[src/rtl/stage_mem.sv]
// stage_mem: EX/MEM register, branch redirect, data-memory req/ack access with load alignment, MEM/WB register.
// Optional macro MEM_MISALIGN_TRAP_EN suppresses misaligned H/W accesses and raises misalign.
module stage_mem #(
  parameter int reg_addr_width = 5,
  parameter int ins_addr_width = 32,
  parameter int word_width     = 32
) (
  input  logic                      clk,
  input  logic                      rst,
  input  logic [word_width-1:0]     rslt_in,
  input  logic [word_width-1:0]     rs2_val_in,
  input  logic [ins_addr_width-1:0] tgt_addr_in,
  input  logic [word_width-1:0]     imm_ext_in,
  input  logic [reg_addr_width-1:0] rd_addr_in,
  input  logic                      jmp_ctl_in,
  input  logic                      bch_ctl_in,
  input  logic                      mem_ctl_in,
  input  logic                      rd_wen_in,
  input  logic [1:0]                wb_ctl_in,
  input  logic [2:0]                byt_typ_in,
  output logic [ins_addr_width-1:0] dmem_addr,
  output logic [word_width-1:0]     dmem_wdata,
  output logic [3:0]                dmem_be,
  output logic                      dmem_req,
  output logic                      dmem_we,
  input  logic [word_width-1:0]     dmem_rdata,
  input  logic                      dmem_ack,
  output logic                      stall,
  output logic                      redirect,
  output logic [ins_addr_width-1:0] redirect_addr,
  output logic                      mem_wen,
  output logic [reg_addr_width-1:0] mem_rd,
  output logic [word_width-1:0]     mem_d,
  output logic                      wb_wen_out,
  output logic [reg_addr_width-1:0] wb_rd_out,
  output logic [word_width-1:0]     wb_d_out,
  output logic                      misalign
);

  typedef enum logic {IDLE, BUSY} state_t;

  state_t                    state_q;
  logic [word_width-1:0]     rslt_q, rs2_q, imm_q;
  logic [ins_addr_width-1:0] tgt_q;
  logic [reg_addr_width-1:0] rd_q;
  logic                      jmp_q, bch_q, mem_q, rdwen_q;
  logic [1:0]                wbctl_q;
  logic [2:0]                typ_q;

  logic                      wb_wen_q;
  logic [reg_addr_width-1:0] wb_rd_q;
  logic [word_width-1:0]     wb_d_q;

  logic                      is_byte, is_half, is_word, is_signed;
  logic [7:0]                byte_sel;
  logic [15:0]               half_sel;
  logic [word_width-1:0]     load_val, wb_val;

  assign is_byte   = (typ_q == 3'b000) || (typ_q == 3'b100);
  assign is_half   = (typ_q == 3'b001) || (typ_q == 3'b101);
  assign is_word   = ~is_byte & ~is_half;
  assign is_signed = ~typ_q[2];

`ifdef MEM_MISALIGN_TRAP_EN
  assign misalign = mem_q & ((is_half & rslt_q[0]) | (is_word & (rslt_q[1:0] != 2'b00)));
`else
  assign misalign = 1'b0;
`endif

  // The stage register is frozen while stalled, so address/data/enables stay stable through BUSY.
  assign dmem_req  = (state_q == BUSY) | (mem_q & ~misalign);
  assign dmem_we   = dmem_req & ~rdwen_q;
  assign stall     = dmem_req & ~dmem_ack;
  assign dmem_addr = {rslt_q[ins_addr_width-1:2], 2'b00};

  always_comb begin
    dmem_wdata = rs2_q;
    dmem_be    = 4'b1111;
    if (!rdwen_q) begin
      if (is_byte) begin
        dmem_wdata = {4{rs2_q[7:0]}};
        dmem_be    = 4'b0001 << rslt_q[1:0];
      end else if (is_half) begin
        dmem_wdata = {2{rs2_q[15:0]}};
        dmem_be    = rslt_q[1] ? 4'b1100 : 4'b0011;
      end
    end
  end

  always_comb begin
    case (rslt_q[1:0])
      2'd0:    byte_sel = dmem_rdata[7:0];
      2'd1:    byte_sel = dmem_rdata[15:8];
      2'd2:    byte_sel = dmem_rdata[23:16];
      default: byte_sel = dmem_rdata[31:24];
    endcase
    half_sel = rslt_q[1] ? dmem_rdata[31:16] : dmem_rdata[15:0];
    if (is_byte)
      load_val = is_signed ? {{24{byte_sel[7]}}, byte_sel} : {24'b0, byte_sel};
    else if (is_half)
      load_val = is_signed ? {{16{half_sel[15]}}, half_sel} : {16'b0, half_sel};
    else
      load_val = dmem_rdata;
  end

  always_comb begin
    case (wbctl_q)
      2'b01:   wb_val = load_val;
      2'b10:   wb_val = imm_q;
      default: wb_val = rslt_q;
    endcase
  end

  // Loads are never forwarded from here; the load-use hazard is stalled upstream.
  assign mem_wen       = rdwen_q & ~mem_q & (rd_q != '0);
  assign mem_rd        = rd_q;
  assign mem_d         = wb_val;
  assign redirect      = jmp_q | (bch_q & rslt_q[0]);
  assign redirect_addr = tgt_q;

  assign wb_wen_out = wb_wen_q;
  assign wb_rd_out  = wb_rd_q;
  assign wb_d_out   = wb_d_q;

  always_ff @(posedge clk) begin
    if (!rst) begin
      rslt_q  <= '0;
      rs2_q   <= '0;
      tgt_q   <= '0;
      imm_q   <= '0;
      rd_q    <= '0;
      jmp_q   <= 1'b0;
      bch_q   <= 1'b0;
      mem_q   <= 1'b0;
      rdwen_q <= 1'b0;
      wbctl_q <= 2'b00;
      typ_q   <= 3'b000;
    end else if (!stall) begin
      rslt_q  <= rslt_in;
      rs2_q   <= rs2_val_in;
      tgt_q   <= tgt_addr_in;
      imm_q   <= imm_ext_in;
      rd_q    <= rd_addr_in;
      jmp_q   <= jmp_ctl_in;
      bch_q   <= bch_ctl_in;
      mem_q   <= mem_ctl_in;
      rdwen_q <= rd_wen_in;
      wbctl_q <= wb_ctl_in;
      typ_q   <= byt_typ_in;
    end
  end

  always_ff @(posedge clk) begin
    if (!rst) begin
      state_q <= IDLE;
    end else begin
      case (state_q)
        IDLE:    if (dmem_req && !dmem_ack) state_q <= BUSY;
        default: if (dmem_ack) state_q <= IDLE;
      endcase
    end
  end

  always_ff @(posedge clk) begin
    if (!rst) begin
      wb_wen_q <= 1'b0;
      wb_rd_q  <= '0;
      wb_d_q   <= '0;
    end else begin
      wb_wen_q <= rdwen_q & ~stall & (rd_q != '0) & ~misalign;
      wb_rd_q  <= rd_q;
      wb_d_q   <= wb_val;
    end
  end

endmodule

[config.mk]
export PLATFORM = sky130hd
export DESIGN_NAME = stage_mem
export DESIGN_NICKNAME = d
export VERILOG_FILES = /design/src/rtl/stage_mem.sv
export SDC_FILE = /design/constraint.sdc
export NUM_CORES = 1
export LEC_CHECK = 0
export ABC_CLOCK_PERIOD_IN_PS = 3050
export CORE_ASPECT_RATIO = 0.9
export CORE_MARGIN = 1
export CORE_UTILIZATION = 47
export DETAILED_ROUTE_END_ITERATION = 7
export PLACE_DENSITY = 0.95
export SLEW_MARGIN = 20
export SYNTH_ARGS = -nofsm -noshare
export SYNTH_HDL_FRONTEND = slang
export SYNTH_SLANG_ARGS = --single-unit
[constraint.sdc]
create_clock -name clk -period 3.05 [get_ports clk]
set_input_delay 0.305 -clock clk [delete_from_list [all_inputs] [get_ports clk]]
set_output_delay 0.305 -clock clk [all_outputs]
set_load 0.02 [all_outputs]
== Word level (Yosys, flattened, before mapping) ==
Index checks and enable logic that the tools add are counted.

* Register bits after elaboration: 181
* Input bits: 177
* Output and inout port bits: 181
* Word-level logic and storage cells: 60

* Equal/unequal tests: 7
* Shift operators: 1
* Mux-type cells: 17
* Bitwise operators: 13
* Reduce and logical (&&, ||, !) cells: 7

{| class="wikitable"
|+ Operators with widths
! kind !! count
|-
| two-way mux 32 bit || 7
|-
| case mux 32 bit (2 select lines) || 1
|-
| case mux 8 bit (3 select lines) || 1
|-
| two-way mux 16 bit || 1
|-
| two-way mux 4 bit || 4
|-
| AND 1 bit || 7
|-
| equality test 3 bit, second input constant || 2
|-
| nonzero test 5 bit || 1
|-
| equality test 2 x 1 -> 1 bit, second input constant || 2
|-
| equality test 2 bit, second input constant || 2
|-
| inverter 1 bit || 4
|-
| << shifter 1 x 2 -> 4 bit, first input constant || 1
|-
| equality test 3 x 1 -> 1 bit, second input constant || 1
|-
| logical NOT 3 bit || 1
|-
| two-way mux 1 bit || 3
|-
| logical NOT 2 bit || 1
|-
| logical OR 1 bit || 2
|-
| OR 1 bit || 2
|-
| logical AND 1 bit || 1
|-
| logical NOT 1 bit || 1
|}

== Depth between registers and ports, before layout ==
Gate-level depths: netlist (run 1).

* Depth after elaboration: 5
* Gate-level depth with buffers: 8
* Mapped depth without buffers: 6

== Least setup slack after synthesis (run 1) ==
OpenSTA, ideal clock, no wires.

* Path type: register to output
* From: register wbctl_q[0]
* To: output mem_d[2]
* Data arrival time: 1,864 ps
* Required time: 2,745 ps
* Path slack: 881 ps
* Stages on the path, launching flop included: 7
* Path buffers: 1
* Path through: dfxtp_1 inv_1 ha_1 buf_2 nor2b_1 o21ai_0 o31ai_1

* Word-level cells in the longest chain between the ends: 2
* Elaborated cells between the ends (all ways): 3
* Classes of those cells: eq/ne (2); mux (1)

{| class="wikitable"
|+ RTL lines
! what !! RTL line !! source
|-
| start, declared || 47 || <nowiki>logic [1:0] wbctl_q;</nowiki>
|-
| start signal, assigned || 148 || <nowiki>wbctl_q <= wb_ctl_in;</nowiki>
|-
| equality test 2 bit / equality test 2 x 1 -> 1 bit (equally long branches) || 107 || <nowiki>case (wbctl_q)</nowiki>
|-
| case mux 32 bit (2 select lines) * || 107 ||
|-
| end, declared || 33 || <nowiki>output logic [word_width-1:0] mem_d,</nowiki>
|}

Mark *: on every way between the ends. The rest lies on a longest branch, timed or not.

== Final worst setup path (run 1) ==
* From: register wbctl_q[0]
* To: output mem_d[9]

The elaborated chain is that of the path after synthesis.

==> results of run 1 <==
-- layer usage --
metal	GRT usage, %	wire (µm)	vias to the layer above
met2	52.9	14100	532
met1	35.2	11400	4165
met3	9.39	3070	110
met5	0	0	-
met4	18.5	1710	0
li1	-	-	4210
-- final timing paths --
| kind | to | slack [ns] | startpoint |
|---|---|---|---|
| worst min-delay path | rs2_q[26] | 0.42 | rs2_val_in[26] |
| worst max register to register | wb_d_out[30] | 0.94 | rslt_q[1] |
| worst min register to register | imm_q[4] | 0.45 | imm_q[4] |
| worst max-delay path | mem_d[9] | 0.11 | wbctl_q[0] |
-- through the flow --
stage | utilization, % | power [µW] | hold slack [ns] | instance area, µm²
2_1_floorplan | - | 3530 | 0.426 | 8500
3_3_place_gp | 66.8 | 4250 | 0.435 | 11800
3_5_place_dp | 66.8 | 4290 | 0.439 | 11800
4_1_cts | 70.3 | 6420 | 0.408 | 12400
5_1_grt | 70.8 | 6650 | 0.415 | 12500
6_report | 70.8 | 6400 | 0.422 | 12500
-- registers in the layout, indices dropped and copies added, names as in the netlist, 2 cells and up --
name and flops:
imm_q 32, mem_rd 5, redirect_addr 32, rs2_q 32, rslt_q 32, typ_q 3, wb_d_out 32, wb_rd_out 5
wbctl_q 2
-- final cells by class --
cell class                      instances  share of cell area (%)
Multi-Input combinational cell        768                    32.8
Timing Repair Buffer                  378                    30.6
Sequential cell                       181                    29.0
Clock buffer                           18                    3.43
Tap cell                              240                    2.40
Clock inverter                         14                    1.11
Antenna cell                            1                  0.0200
Inverter                               24                   0.760
-- kinds of logic after synthesis --
logic type                 after synthesis
muxes                                   33
AOI/OAI and AO/OA                      285
and+or+nand+nor                        445
DFF                                    181
other                                    1
buffers and inverters                  151
adders and majority gates                2
-- critical path, stage by stage, from the launching register on --
cell	delay (ns)
dfxtp_1	0.37
ha_2	0.25
or3b_1	0.41
o221ai_4	0.31
buf_4	0.18
buf_4	0.10
o2111ai_1	0.16
nand3_1	0.12
dlygate4sd2_1	0.33
-- report_power, final --
group,internal [µW],switching [µW]
registers,2520,119
clock network,1090,1040
logic,778,850
-- what timing repair did --
item                                    CTS  global route
resized for setup                        17            21
buffers inserted                          2             4
pin swaps                                 1             1
endpoints found under the setup margin   28            25
cloned                                    1             0
endpoints found under the hold margin     0             0
-- Yosys cell counts, types with 3 or more instances --
library cell and count:
a21oi_1 173, a31oi_1 16, a32o_1 16, and2_1 11, and3b_1 6, buf_2 25
buf_4 48, buf_6 3, clkbuf_1 48, dfxtp_1 181, inv_1 21, mux2_2 21
mux2i_1 9, nand2_1 317, nand2b_1 8, nand3_1 10, nand3b_1 17, nor2_1 45
nor3b_1 4, o2111ai_1 10, o21ai_0 36, o21bai_1 16, o31ai_1 6, o32a_1 6
or3b_1 3, or3b_2 5, or4_1 7
==> flow_summary_export.csv, run 1 <==
group,metric,value,unit
status,status,"complete, no violations",
yosys,synthesis.instances,1098,
clock_network,holdBufCountCts,0,
timing,min_period,2.94,ns
routing,routed_wire_length_per_instance,18.6,µm
pwr,p_per_area,511,mW/mm²
die,rows,46,
timing,tns,0,ns
yosys,synth.area.mux_share,4.64,%
layout,syn2layout_area_growth,47.3,%
timing,fin_skew,0.0165,ns
yosys,ys_ff_latch,181,
layout,final_common_cell,"clkdlybuf4s50_1",
clock_network,clk_latency,0.43,ns
worst_setup_path,path_class,"register to output pin",
yosys,synth_top_family_by_area,"simple AND/OR/NAND/NOR gates",
yosys,synth_top_area_share,42.7,%
timing,slew_headroom,41.6,%
global_route,grt_pass1_vias,8580,
routing,drtIter0Drc,607,
routing,routed_wl,30.3,mm
yosys,synth_top_area_cell,"dfxtp_1",
global_route,grt_use_total,31.4,%
yosys,yosysSeqAreaShare,42.7,%
routing,vias_per_cell,5.55,
worst_hold_path,min_path_type,"input pin to register",
die,die_h,130,µm
layout,nets,1549,
global_route,antenna_found_initial,1,
timing,hold_viol_final,0,
clock_network,clk_pin_slew,0.08,ns
yosys,syn_area,0.00849,mm²
timing,timing.final.max_slew_violations,0,
die,die_x,144,µm
placed_design,pre_cts_ws,0.242,ns
clock_network,cts_made_buffers,17,
yosys,synth_flop_cell,"dfxtp_1",
worst_setup_path,cp-end-kind,"output pin",
flow_run,cap_viol_max_count,0,
layout,ff_latch_area,0.00362,mm²
worst_setup_path,worstPathMaxFanout,7,
yosys,yosysUniqueCellTypes,50,
die,core,0.0177,mm²
timing,postLayoutSetupSlackWorst,0.107,ns
pwr,ir_worst_vdd,0.000398,V
worst_setup_path,arrival,2.64,ns
pwr,p_leak,0.00518,µW
layout,drive_gt1_share,7.16,%
worst_setup_path,crit_path_start_kind,"register",
global_route,grt_pass1_wl,44.4,mm
yosys,synth-xor-area-share,0,%
placed_design,io_buffers,354,
timing,max_freq,340,MHz
timing,setup_viol_count_final,0,
layout,multi_input_area,0.00410,mm²
yosys,synth-simple-area-share,23.0,%
yosys,yosys_warnings,0,
yosys,synthArstFlopShare,0,%
global_route,grt_start_max_net_pins,150,
timing,min_period_over_period,96.5,%
clock_network,clk_path_buf_depth,2,
routing,drtAntennaViolNets,0,
layout,filler_cell_count,1312,
die,die_area,0.0186,mm²
worst_setup_path,reg2reg_depth,5,
clock_network,cts-htree-levels,4,
layout,stdcell_count,1624,
worst_setup_path,cp.required,2.74,ns
global_route,grt-ovfl-total,0,
die,ios,358,
clock_network,cts_tree,"built",
routing,drc,0,
timing,tightest_slew,0.875,ns
placed_design,dpl.cell_count,1584,
routing,vias,9017,
die,start_util,48.1,%
yosys,avgSynthCellArea,7.74,µm²
clock_network,cts-root-buf,"clkbuf_16",
placed_design,place_hpwl,21.6,mm
layout,final_cell_mix,"clkdlybuf4s50_1, nand2_1, dfxtp_1, a21oi_1, nor2_1",
yosys,synth_fa_ha_area_share,0.295,%
yosys,synth_edf_count,0,
routing,drt-pass1-iter-count,5,
yosys,synth.area.top_cells,"dfxtp_1, nand2_1, a21oi_1",
yosys,synth-compound-area-share,19.8,%
clock_network,clock_sinks,181,
placed_design,place.gp.congestion,0.926,
worst_hold_path,hold_depth,3,
No activity file was read; power rests on OpenSTA's default activity.
==> run 2: changes to the inputs <==
--- a/config.mk
+++ b/config.mk
@@ -7,7 +7,6 @@
 export LEC_CHECK = 0
 export ABC_CLOCK_PERIOD_IN_PS = 3050
 export CORE_ASPECT_RATIO = 0.9
-export CORE_MARGIN = 1
 export CORE_UTILIZATION = 47
 export DETAILED_ROUTE_END_ITERATION = 7
 export PLACE_DENSITY = 0.95
==> results of run 2 <==
Final layout, timing and power as in run 1 (identical DEF).
